$ cat src/rtl/mealy_packer_pkg.sv
`default_nettype none
// mealy_packer_pkg: shared frame length default, output FSM state type and hit-width helper.
package mealy_packer_pkg;

  localparam int FRAME_LEN_DEFAULT = 8;

  typedef enum logic [0:0] {
    OUT_EMPTY = 1'b0,
    OUT_FULL  = 1'b1
  } out_state_e;

  // Width needed to count 0..frame_len hits inclusive.
  function automatic int hit_width(input int frame_len);
    return $clog2(frame_len + 1);
  endfunction

  localparam int HIT_W_DEFAULT = hit_width(FRAME_LEN_DEFAULT);

endpackage
`default_nettype wire

$ cat src/rtl/mealy_bit_collector.sv
`default_nettype none
// mealy_bit_collector: shifts valid x bits MSB-first, counts z hits, strobes frame_done on the last bit.
module mealy_bit_collector
  import mealy_packer_pkg::*;
#(
  parameter int FRAME_LEN = FRAME_LEN_DEFAULT,
  parameter int HIT_W     = hit_width(FRAME_LEN)
) (
  input  logic                 clock,
  input  logic                 reset,
  input  logic                 x,
  input  logic                 z,
  input  logic                 in_valid,
  output logic                 frame_done,
  output logic [FRAME_LEN-1:0] done_data,
  output logic [HIT_W-1:0]     done_hits
);

  localparam int               IDX_W    = $clog2(FRAME_LEN);
  localparam int               SH_W     = FRAME_LEN - 1;
  localparam logic [IDX_W-1:0] LAST_IDX = IDX_W'(FRAME_LEN - 1);

  logic [IDX_W-1:0] idx_q, idx_d;
  logic [SH_W-1:0]  shift_q, shift_d;
  logic [HIT_W-1:0] hits_q, hits_d;
  logic [HIT_W-1:0] hits_next;
  logic             last_bit;

  always_ff @(posedge clock) begin
    if (reset) begin
      idx_q   <= '0;
      shift_q <= '0;
      hits_q  <= '0;
    end else begin
      idx_q   <= idx_d;
      shift_q <= shift_d;
      hits_q  <= hits_d;
    end
  end

  // The final bit is never stored; the completed frame is presented combinationally.
  always_comb begin
    last_bit   = in_valid && (idx_q == LAST_IDX);
    hits_next  = hits_q + HIT_W'(z);
    frame_done = last_bit;
    done_data  = {shift_q, x};
    done_hits  = hits_next;
    idx_d      = idx_q;
    shift_d    = shift_q;
    hits_d     = hits_q;
    if (in_valid) begin
      if (last_bit) begin
        idx_d   = '0;
        shift_d = '0;
        hits_d  = '0;
      end else begin
        idx_d   = idx_q + IDX_W'(1);
        shift_d = SH_W'({shift_q, x});
        hits_d  = hits_next;
      end
    end
  end

endmodule
`default_nettype wire

$ cat src/rtl/mealy_output_packer.sv
`default_nettype none
// mealy_output_packer: packs Mealy x/z samples into frames behind a one-entry output holding register.
// Optional macro PACKER_PARITY_EN adds a registered even-parity output frame_parity.
module mealy_output_packer
  import mealy_packer_pkg::*;
#(
  parameter int FRAME_LEN = FRAME_LEN_DEFAULT,
  parameter int DROP_W    = 8
) (
  input  logic                             clock,
  input  logic                             reset,
  input  logic                             x,
  input  logic                             z,
  input  logic                             in_valid,
  output logic [FRAME_LEN-1:0]             frame_data,
  output logic [$clog2(FRAME_LEN+1)-1:0]   frame_hits,
  output logic                             frame_valid,
  input  logic                             frame_ready,
  output logic [DROP_W-1:0]                drop_count
`ifdef PACKER_PARITY_EN
  ,
  output logic                             frame_parity
`endif
);

  localparam int                HIT_W    = hit_width(FRAME_LEN);
  localparam logic [DROP_W-1:0] DROP_MAX = '1;

  logic                 done;
  logic [FRAME_LEN-1:0] done_data;
  logic [HIT_W-1:0]     done_hits;

  out_state_e           state_q, state_d;
  logic [FRAME_LEN-1:0] data_q, data_d;
  logic [HIT_W-1:0]     hits_q, hits_d;
  logic [DROP_W-1:0]    drop_q, drop_d;
  logic                 handshake;
  logic                 load;
  logic                 drop;

  mealy_bit_collector #(
    .FRAME_LEN (FRAME_LEN),
    .HIT_W     (HIT_W)
  ) u_collector (
    .clock      (clock),
    .reset      (reset),
    .x          (x),
    .z          (z),
    .in_valid   (in_valid),
    .frame_done (done),
    .done_data  (done_data),
    .done_hits  (done_hits)
  );

  always_ff @(posedge clock) begin
    if (reset) begin
      state_q <= OUT_EMPTY;
    end else begin
      state_q <= state_d;
    end
  end

  // A completion arriving while the held frame is taken simply replaces it.
  always_comb begin
    handshake = (state_q == OUT_FULL) && frame_ready;
    load      = 1'b0;
    drop      = 1'b0;
    state_d   = state_q;
    case (state_q)
      OUT_EMPTY: begin
        if (done) begin
          state_d = OUT_FULL;
          load    = 1'b1;
        end
      end
      OUT_FULL: begin
        if (done) begin
          if (handshake) begin
            load = 1'b1;
          end else begin
            drop = 1'b1;
          end
        end else if (handshake) begin
          state_d = OUT_EMPTY;
        end
      end
      default: state_d = OUT_EMPTY;
    endcase
  end

  always_ff @(posedge clock) begin
    if (reset) begin
      data_q <= '0;
      hits_q <= '0;
      drop_q <= '0;
    end else begin
      data_q <= data_d;
      hits_q <= hits_d;
      drop_q <= drop_d;
    end
  end

  always_comb begin
    data_d = load ? done_data : data_q;
    hits_d = load ? done_hits : hits_q;
    drop_d = (drop && (drop_q != DROP_MAX)) ? drop_q + DROP_W'(1) : drop_q;
  end

`ifdef PACKER_PARITY_EN
  logic parity_q, parity_d;

  always_ff @(posedge clock) begin
    if (reset) begin
      parity_q <= 1'b0;
    end else begin
      parity_q <= parity_d;
    end
  end

  always_comb begin
    parity_d = load ? ^done_data : parity_q;
  end

  assign frame_parity = parity_q;
`endif

  always_comb begin
    frame_valid = (state_q == OUT_FULL);
    frame_data  = data_q;
    frame_hits  = hits_q;
    drop_count  = drop_q;
  end

endmodule
`default_nettype wire

$ cat config.mk
export PLATFORM = sky130hd
export DESIGN_NAME = mealy_output_packer
export DESIGN_NICKNAME = d
export VERILOG_FILES = /design/src/rtl/mealy_packer_pkg.sv /design/src/rtl/mealy_bit_collector.sv /design/src/rtl/mealy_output_packer.sv
export SDC_FILE = /design/constraint.sdc
export NUM_CORES = 1
export LEC_CHECK = 0
export ABC_CLOCK_PERIOD_IN_PS = 3400
export CAP_MARGIN = 20
export CORE_UTILIZATION = 40
export DETAILED_ROUTE_END_ITERATION = 8
export HOLD_SLACK_MARGIN = 0.02
export PLACE_DENSITY = 0.71
export SLEW_MARGIN = 20
export SYNTH_ARGS = -nofsm -noshare
export SYNTH_HDL_FRONTEND = slang
export SYNTH_SLANG_ARGS = --single-unit
$ cat constraint.sdc
create_clock -name clock -period 3.4 [get_ports clock]
set_input_delay 0.51 -clock clock [delete_from_list [all_inputs] [get_ports clock]]
set_output_delay 0.51 -clock clock [all_outputs]
set_load 0.1 [all_outputs]
# == After elaboration in Yosys (flattened, before gate mapping) ==
# Index checks and enable logic that the tools add are counted.
# totals
inputBits,6
ff_bits,35
out_inout_bits,21
wordCells,28
# classes
n_eq_ne,2
mux,12
n_addsub,3
n_bitwise,1
n_reduce_logical,3
# ops
operator,n
$add A8 B1 Y8 const B,1
$ne A8 B8 Y1 const B,1
$mux W1,7
$mux W7,1
$add A4 B1 Y4,1
$mux W4,1
$pmux W1 S2,2
$add A3 B1 Y3 const B,1
$eq A3 B3 Y1 const B,1
$logic_and A1 B1 Y1,3
$mux W3,1
$not A1 Y1,1

# == Depth between registers and ports, before layout ==
# Gate-level depths: netlist (run 1).
# logic_depth
word_depth,5
depth_mapped,7
ltp_nobuf,5

# == Cells and area by module ==
# From an unflattened synthesis (run 1), not the netlist that was laid out.
# hier_totals
hier_cells,179
area_unflattened_um2,1629.1
# modules_own_cells
mod,cells_per_inst,seq_area_each_um2,area_each_um2,instances
mealy_output_packer,107,420.4,973.4,1
mealy_bit_collector,72,280.3,655.6,1

# == Worst setup path before layout (run 1) ==
# OpenSTA, ideal clock, no wires.
# synth_timing
kind,reg-to-reg
start,"reg drop_q[0], in the netlist drop_count[0]"
end,"reg drop_q[4], in the netlist drop_count[4]"
synth_period_minus_slack_ns,2.241
n_path_buf,0
slack_ns,1.159
stages_incl_launch_ff,5
required_time_ns,3.279
arrival_time_ns,2.121
setup_time_ns,0.121
path_cell_list,dfxtp_1 ha_1 nand3_1 a211oi_1 mux2_2
# synth_via
elab_chain_cells,2
elab_cells_between_ends,3
cone_classes,add/sub: 1; eq/ne: 1; reduce/logical: 1
# synth_rtl
item,line_no,source
from (decl),mealy_output_packer.sv:36,"logic [DROP_W-1:0] drop_q, drop_d;"
from (signal assigned),mealy_output_packer.sv:99,drop_q <= drop_d;
branches (longest 2 deep; another with $add A8 B1 Y8),-,
# Parallel ways; which one is timed is not known.
# A chain may end at the register's enable or synchronous reset.

# == Final worst setup path (run 1) ==
# layout_timing
start,"reg state_q, in the netlist frame_valid"
end,out frame_valid
# layout_rtl
item,line_no,source
from (decl),mealy_output_packer.sv:33,"out_state_e state_q, state_d;"
from (signal assigned),mealy_output_packer.sv:59,state_q <= state_d;
to (decl),mealy_output_packer.sv:17,"output logic frame_valid,"
# No word-level cell between the ends.

==> flow_metrics.py, run 1 <==
metrics = {
    "timing": {
        "hold_viol_final": 0,
        "slew_headroom_pct": 34.4,
        "rsz0062_at_grt": "no",
        "skew_ps": 3.65,
        "tns_ps": 0,
        "setup_slack_ps": 982,
        "min_period_over_period_pct": 71.1,
        "tightest_slew_ps": 981,
        "fin_crit_ps": 2420,
        "setup_viol": 0,
        "fmax_mhz": 414,
        "finalMaxSlewViolations": 0,
    },
    "routing": {
        "vias": 1369,
        "first_pass_iters": 4,
        "final_antenna_net_count": 0,
        "wl_um": 3410,
        "drc": 0,
        "drt_iter0_markers": 79,
        "via_per_inst": 5.57,
        "avgRoutedWirePerCell_um": 13.9,
    },
    "worst_hold_path": {
        "min_to": "u_collector.idx_q[2]",
        "min_from": "u_collector.idx_q[2]",
        "hold_depth": 2,
        "hold_class": "flop to flop",
    },
    "yosys": {
        "synth_edf_count": 0,
        "syn_inst": 176,
        "async_reset_ff_share_pct": 0,
        "ys_seq_elements": 35,
        "ys.flop_type": "dfxtp_1",
        "syn_area_mm2": 0.00159,
        "syn-num-nets": 187,
        "yosysUniqueCellTypes": 36,
        "syn_area_per_cell_um2": 9.04,
        "ys_seq_area_share_pct": 44.0,
        "ys_warn_count": 0,
    },
    "clock_network": {
        "hold_buffers": 0,
        "clk_pin_slew_ps": 70,
        "cts_resized": 0,
        "cts_max_level": 2,
        "insertion_delay_ps": 290,
        "cts_buffer_depth": 2,
        "clock_sinks": 35,
        "cts-buffers-inserted": 5,
        "post-cts-setup-buffers": 0,
        "ctsRootBufferMaster": "clkbuf_8",
        "cts_tree": "yes",
    },
    "status": {
        "status": "complete, no violations",
    },
    "floorplanning": {
        "start_util_pct": 42.5,
        "core_area_mm2": 0.00374,
        "pin_count": 27,
        "die_h_um": 65.1,
        "die_area_mm2": 0.00423,
        "num_rows": 22,
        "dieWidth_um": 65.1,
    },
    "setup_path": {
        "cp_max_fo": 5,
        "cpPeakStageDelay_ps": 1180,
        "r2r-start": "u_collector.idx_q[0]",
        "arrival_ps": 1910,
        "worst-path-buf-inv": 1,
        "start_kind": "flop",
        "cp.required_ps": 2890,
        "endpoint_kind": "output pin",
        "r2r-end": "drop_count[4]",
        "cp_top_family": "buffers and inverters",
        "cp_slowest_cell": "clkdlybuf4s50_1",
        "crit_chain": "clkdlybuf4s50_1",
        "ff2ff_path_depth": 5,
        "path_class": "flop to output pin",
        "rrSetupSlack_ps": 1340,
    },
    "power_and_ir_drop": {
        "power_density_mw_per_mm2": 397,
        "leakagePower_nw": 0.671,
        "ir_worst_vdd_uv": 218,
    },
    "layout": {
        "antennaDiodeCount": 0,
        "drive_gt1_share_pct": 8.59,
        "nets": 208,
        "area_delta_synth_final_pct": 22.6,
        "n_fill_cell": 347,
    },
    "global_routing": {
        "grt.total_usage_pct": 17.9,
        "grt_overflow": 0,
        "antenna_found_initial": 0,
        "grt_pass1_vias": 1235,
        "grt_max_degree": 26,
        "grt_pass1_wl_um": 5630,
    },
    "placement": {
        "numPortBuffers": 26,
        "place_congestion": 0.821,
        "place_ws_ps": 968,
        "hpwl_um": 2340,
    },
    "run": {
        "maxCapViolCount": 0,
    },
}
-- layer usage --
layer	vias to the layer above	track usage, %	wire length (um)
met3	9	4.05	170
li1	681	-	-
met2	42	25.8	1490
met5	-	0	0
met4	0	10.6	97
met1	637	24.0	1660
-- sequential cells by signal, indices dropped and copies added (netlist names) --
register	flops
drop_count	8
frame_data	8
u_collector.shift_q	7
frame_hits	4
u_collector.hits_q	4
u_collector.idx_q	3
frame_valid	1
-- report_power, final --
| part | internal, mW | leakage (nW) | total [mW] | switching [mW] |
|---|---|---|---|---|
| combinational | 0.0135 | 0.337 | 0.0340 | 0.0205 |
| clock | 0.185 | 0.0515 | 0.323 | 0.139 |
| sequential | 0.415 | 0.283 | 0.418 | 0.00309 |
| total | 0.613 | 0.671 | 0.775 | 0.162 |
-- tightest hold or removal path, stage by stage, from the launching register on --
cell and delay (ps):
dfxtp_1 310, nand2_1 60, a21oi_1 50
-- layout make-up --
class	instances	area (um2)	area share [%]
repair buffers	27	263	13.5
well taps	48	60.1	3.08
flip-flops and latches	35	701	35.9
multi-input cells	126	821	42.1
clock buffers	8	100	5.13
inverters	2	7.51	0.385
-- worst max-delay path by stage --
stage,startpoint,endpoint,slack [ps],cells after the start
after detailed placement,in_valid,drop_count[4],970,4
after floorplan,drop_count[0],drop_count[4],1160,4
after CTS,frame_valid,frame_valid,970,1
final,frame_valid,frame_valid,980,1
after global placement,in_valid,drop_count[4],1070,4
after global routing,frame_valid,frame_valid,930,1
-- cells in the final DEF, fill, tap and decap left out, drive strengths merged --
master / instances
dfxtp: 35
a21oi: 27
clkdlybuf4s50: 24
nand3: 15
nand2: 15
o21ai: 11
nand3b: 11
clkbuf: 8
nor2: 6
ha: 5
nor2b: 4
a311oi: 4
and3: 4
a211oi: 3
buf: 3
a41oi: 3
mux2: 3
nor3: 2
inv: 2
nand2b: 1
and2: 1
xnor2: 1
and4b: 1
nand4b: 1
and4: 1
nor4b: 1
mux2i: 1
nor4bb: 1
xor2: 1
a31oi: 1
o41ai: 1
nor3b: 1
-- synthesized netlist by cell type, drive strengths merged (2+ instances only) --
library cell	instances	share of area, %
nand2	15	3.5
nand3	15	4.7
a21oi	27	8.5
ha	5	3.9
a41oi	3	2.8
clkbuf	4	0.94
a211oi	3	1.4
o21ai	11	3.5
mux2	3	2.4
a311oi	4	2.2
dfxtp	35	44
nand3b	11	5.2
nor2b	4	1.6
and3	4	1.6
nor3	2	0.63
inv	2	0.47
buf	9	3.0
nor2	6	1.4
-- stage by stage --
stage	instance area [um2]	hold slack (ps)	utilization, %	power, mW	std cells
6_report	1950	468	52.1	0.775	246
5_1_grt	1950	489	52.1	0.814	246
4_1_cts	1950	472	52.1	0.787	246
3_5_place_dp	1850	462	49.5	0.460	238
3_3_place_gp	1850	454	49.5	0.459	238
2_1_floorplan	1590	440	-	0.449	176
-- cells by family after synthesis --
logic type      count (synthesis)  share of synthesized area (%)
mux                             4                           2.99
simple gates                   65                           24.2
fa+ha+maj                       5                           3.93
xor+xnor                        2                           1.10
buf+inv                        15                           4.40
flops                          35                           44.0
compound gates                 50                           19.3
(Power assumes the default switching activity.)
==> inputs of run 2 (changes only) <==
- ABC_CLOCK_PERIOD_IN_PS: 3400 -> 2500
- clock period: 3.4 -> 2.5 ns (I/O delays scaled with it)
==> flow_metrics.py, run 2 (synthesized netlist as in run 1, its figures left out) <==
metrics = {
    "setup_path": {
        "endpoint_kind": "flop",
        "crit_path_start": "u_collector.idx_q[0]",
        "cpPeakStageDelay_ps": 370,
        "crit_chain": "ha_1 -> ha_1 -> buf_4 -> and2_2 -> a21oi_1 -> a311oi_1",
        "path_class": "flop to flop",
        "cp.required_ps": 2690,
        "rrSetupSlack_ps": 660,
        "endpoint": "frame_hits[3]",
        "cp_slowest_cell": "dfxtp_1",
        "r2r-start": "u_collector.idx_q[0]",
        "cp_max_fo": 15,
        "r2r-end": "frame_hits[3]",
        "ff2ff_path_depth": 6,
        "cpMostUsedCell": "ha_1",
        "arrival_ps": 2020,
        "start_kind": "flop",
    },
    "timing": {
        "skew_ps": 5.68,
        "rsz0062_at_grt": "no",
        "finalMaxSlewViolations": 0,
        "tns_ps": 0,
        "fin_crit_ps": 1840,
        "setup_viol": 0,
        "hold_viol_final": 0,
        "min_period_over_period_pct": 73.4,
        "tightest_slew_ps": 587,
        "slew_headroom_pct": 60.8,
        "fmax_mhz": 545,
    },
    "clock_network": {
        "insertion_delay_ps": 280,
        "clock_sinks": 35,
        "ctsRootBufferMaster": "clkbuf_8",
        "post-cts-setup-buffers": 0,
        "cts_tree": "yes",
        "cts_max_level": 2,
        "cts_resized": 0,
        "hold_buffers": 0,
        "clk_pin_slew_ps": 70,
        "cts_buffer_depth": 2,
        "cts-buffers-inserted": 5,
    },
    "layout": {
        "most-common-layout-cells": "dfxtp_1, a21oi_1, buf_4",
        "fin_util_pct": 51.0,
        "antennaDiodeCount": 0,
        "nets": 211,
        "drive_gt1_share_pct": 18.9,
        "layout_commonest_cell": "dfxtp_1",
        "design_area_mm2": 0.00191,
        "area_delta_synth_final_pct": 19.9,
    },
    "global_routing": {
        "antenna_found_initial": 0,
        "grt_overflow": 0,
        "grt_pass1_wl_um": 5970,
        "grt_pass1_vias": 1324,
        "grt_max_degree": 16,
        "grt.total_usage_pct": 18.3,
    },
    "routing": {
        "vias": 1420,
        "avgRoutedWirePerCell_um": 14.9,
        "via_per_inst": 5.70,
        "first_pass_iters": 4,
        "drc": 0,
        "wl_um": 3710,
        "final_antenna_net_count": 0,
        "drt_iter0_markers": 95,
    },
    "power_and_ir_drop": {
        "power_mw": 1.00,
        "ir_worst_vdd_uv": 348,
        "leakagePower_nw": 0.716,
        "power_density_mw_per_mm2": 525,
    },
    "floorplanning": {
        "die_area_mm2": 0.00423,
        "die_h_um": 65.1,
        "dieWidth_um": 65.1,
        "num_rows": 22,
        "pin_count": 27,
        "start_util_pct": 42.5,
        "core_area_mm2": 0.00374,
    },
    "placement": {
        "numPortBuffers": 26,
        "hpwl_um": 2630,
        "place_area_mm2": 0.00183,
        "place_congestion": 0.787,
    },
    "status": {
        "status": "complete, no violations",
    },
    "worst_hold_path": {
        "hold_class": "flop to flop",
    },
    "run": {
        "maxCapViolCount": 0,
    },
}
## run 2: where the power goes
group / leakage [nW] / switching (mW) / total [mW] / internal, mW
Sequential: 0.283 / 0.00426 / 0.568 / 0.564
Combinational: 0.391 / 0.0290 / 0.0493 / 0.0203
Clock: 0.0422 / 0.189 / 0.384 / 0.195
## run 2: area by class of cell
type,count,area [um2]
repair buffers,30,238
clock inverters,1,5.00
flip-flops and latches,35,701
clock buffers,7,76.3
well taps,48,60.1
multi-input cells,126,821
fillers,385,1840
inverters,2,7.51
## run 2: worst min-delay path by stage
stage                            from                      to  slack [ps]  cells past startpoint
5_1_grt                 frame_data[7]           frame_data[7]         490                      2
3_3_place_gp     u_collector.idx_q[1]    u_collector.idx_q[1]         450                      2
2_1_floorplan  u_collector.shift_q[6]  u_collector.shift_q[6]         440                      2
6_report       u_collector.shift_q[6]           frame_data[7]         470                      2
4_1_cts        u_collector.shift_q[6]           frame_data[7]         470                      2
3_5_place_dp   u_collector.shift_q[6]           frame_data[7]         460                      2
## run 2: metrics by stage
step | setup slack, ps | instances | hold slack (ps)
floorplan | 259 | 176 | 440
global placement | 616 | 241 | 452
detailed placement | 576 | 241 | 463
CTS | 649 | 249 | 473
global route | 503 | 249 | 495
finish | 665 | 249 | 471
## run 2: worst max-delay path, delay by kind of cell, from the launching register on
| kind | cells | cell delay (ps) |
|---|---|---|
| flip-flops | 1 | 370 |
| AO/OA/AOI/OAI | 2 | 380 |
| AND/OR/NAND/NOR | 1 | 330 |
| adder cells (fa/ha/maj) | 2 | 440 |
| buffers and inverters | 1 | 220 |
## run 2: metal layers
| layer | routed length [um] | vias up | GRT usage [%] |
|---|---|---|---|
| li1 | - | 688 | - |
| met1 | 1750 | 690 | 23.1 |
| met2 | 1770 | 35 | 30.2 |
| met3 | 137 | 7 | 3.70 |
| met4 | 51 | 0 | 7.61 |
| met5 | 0 | - | 0 |
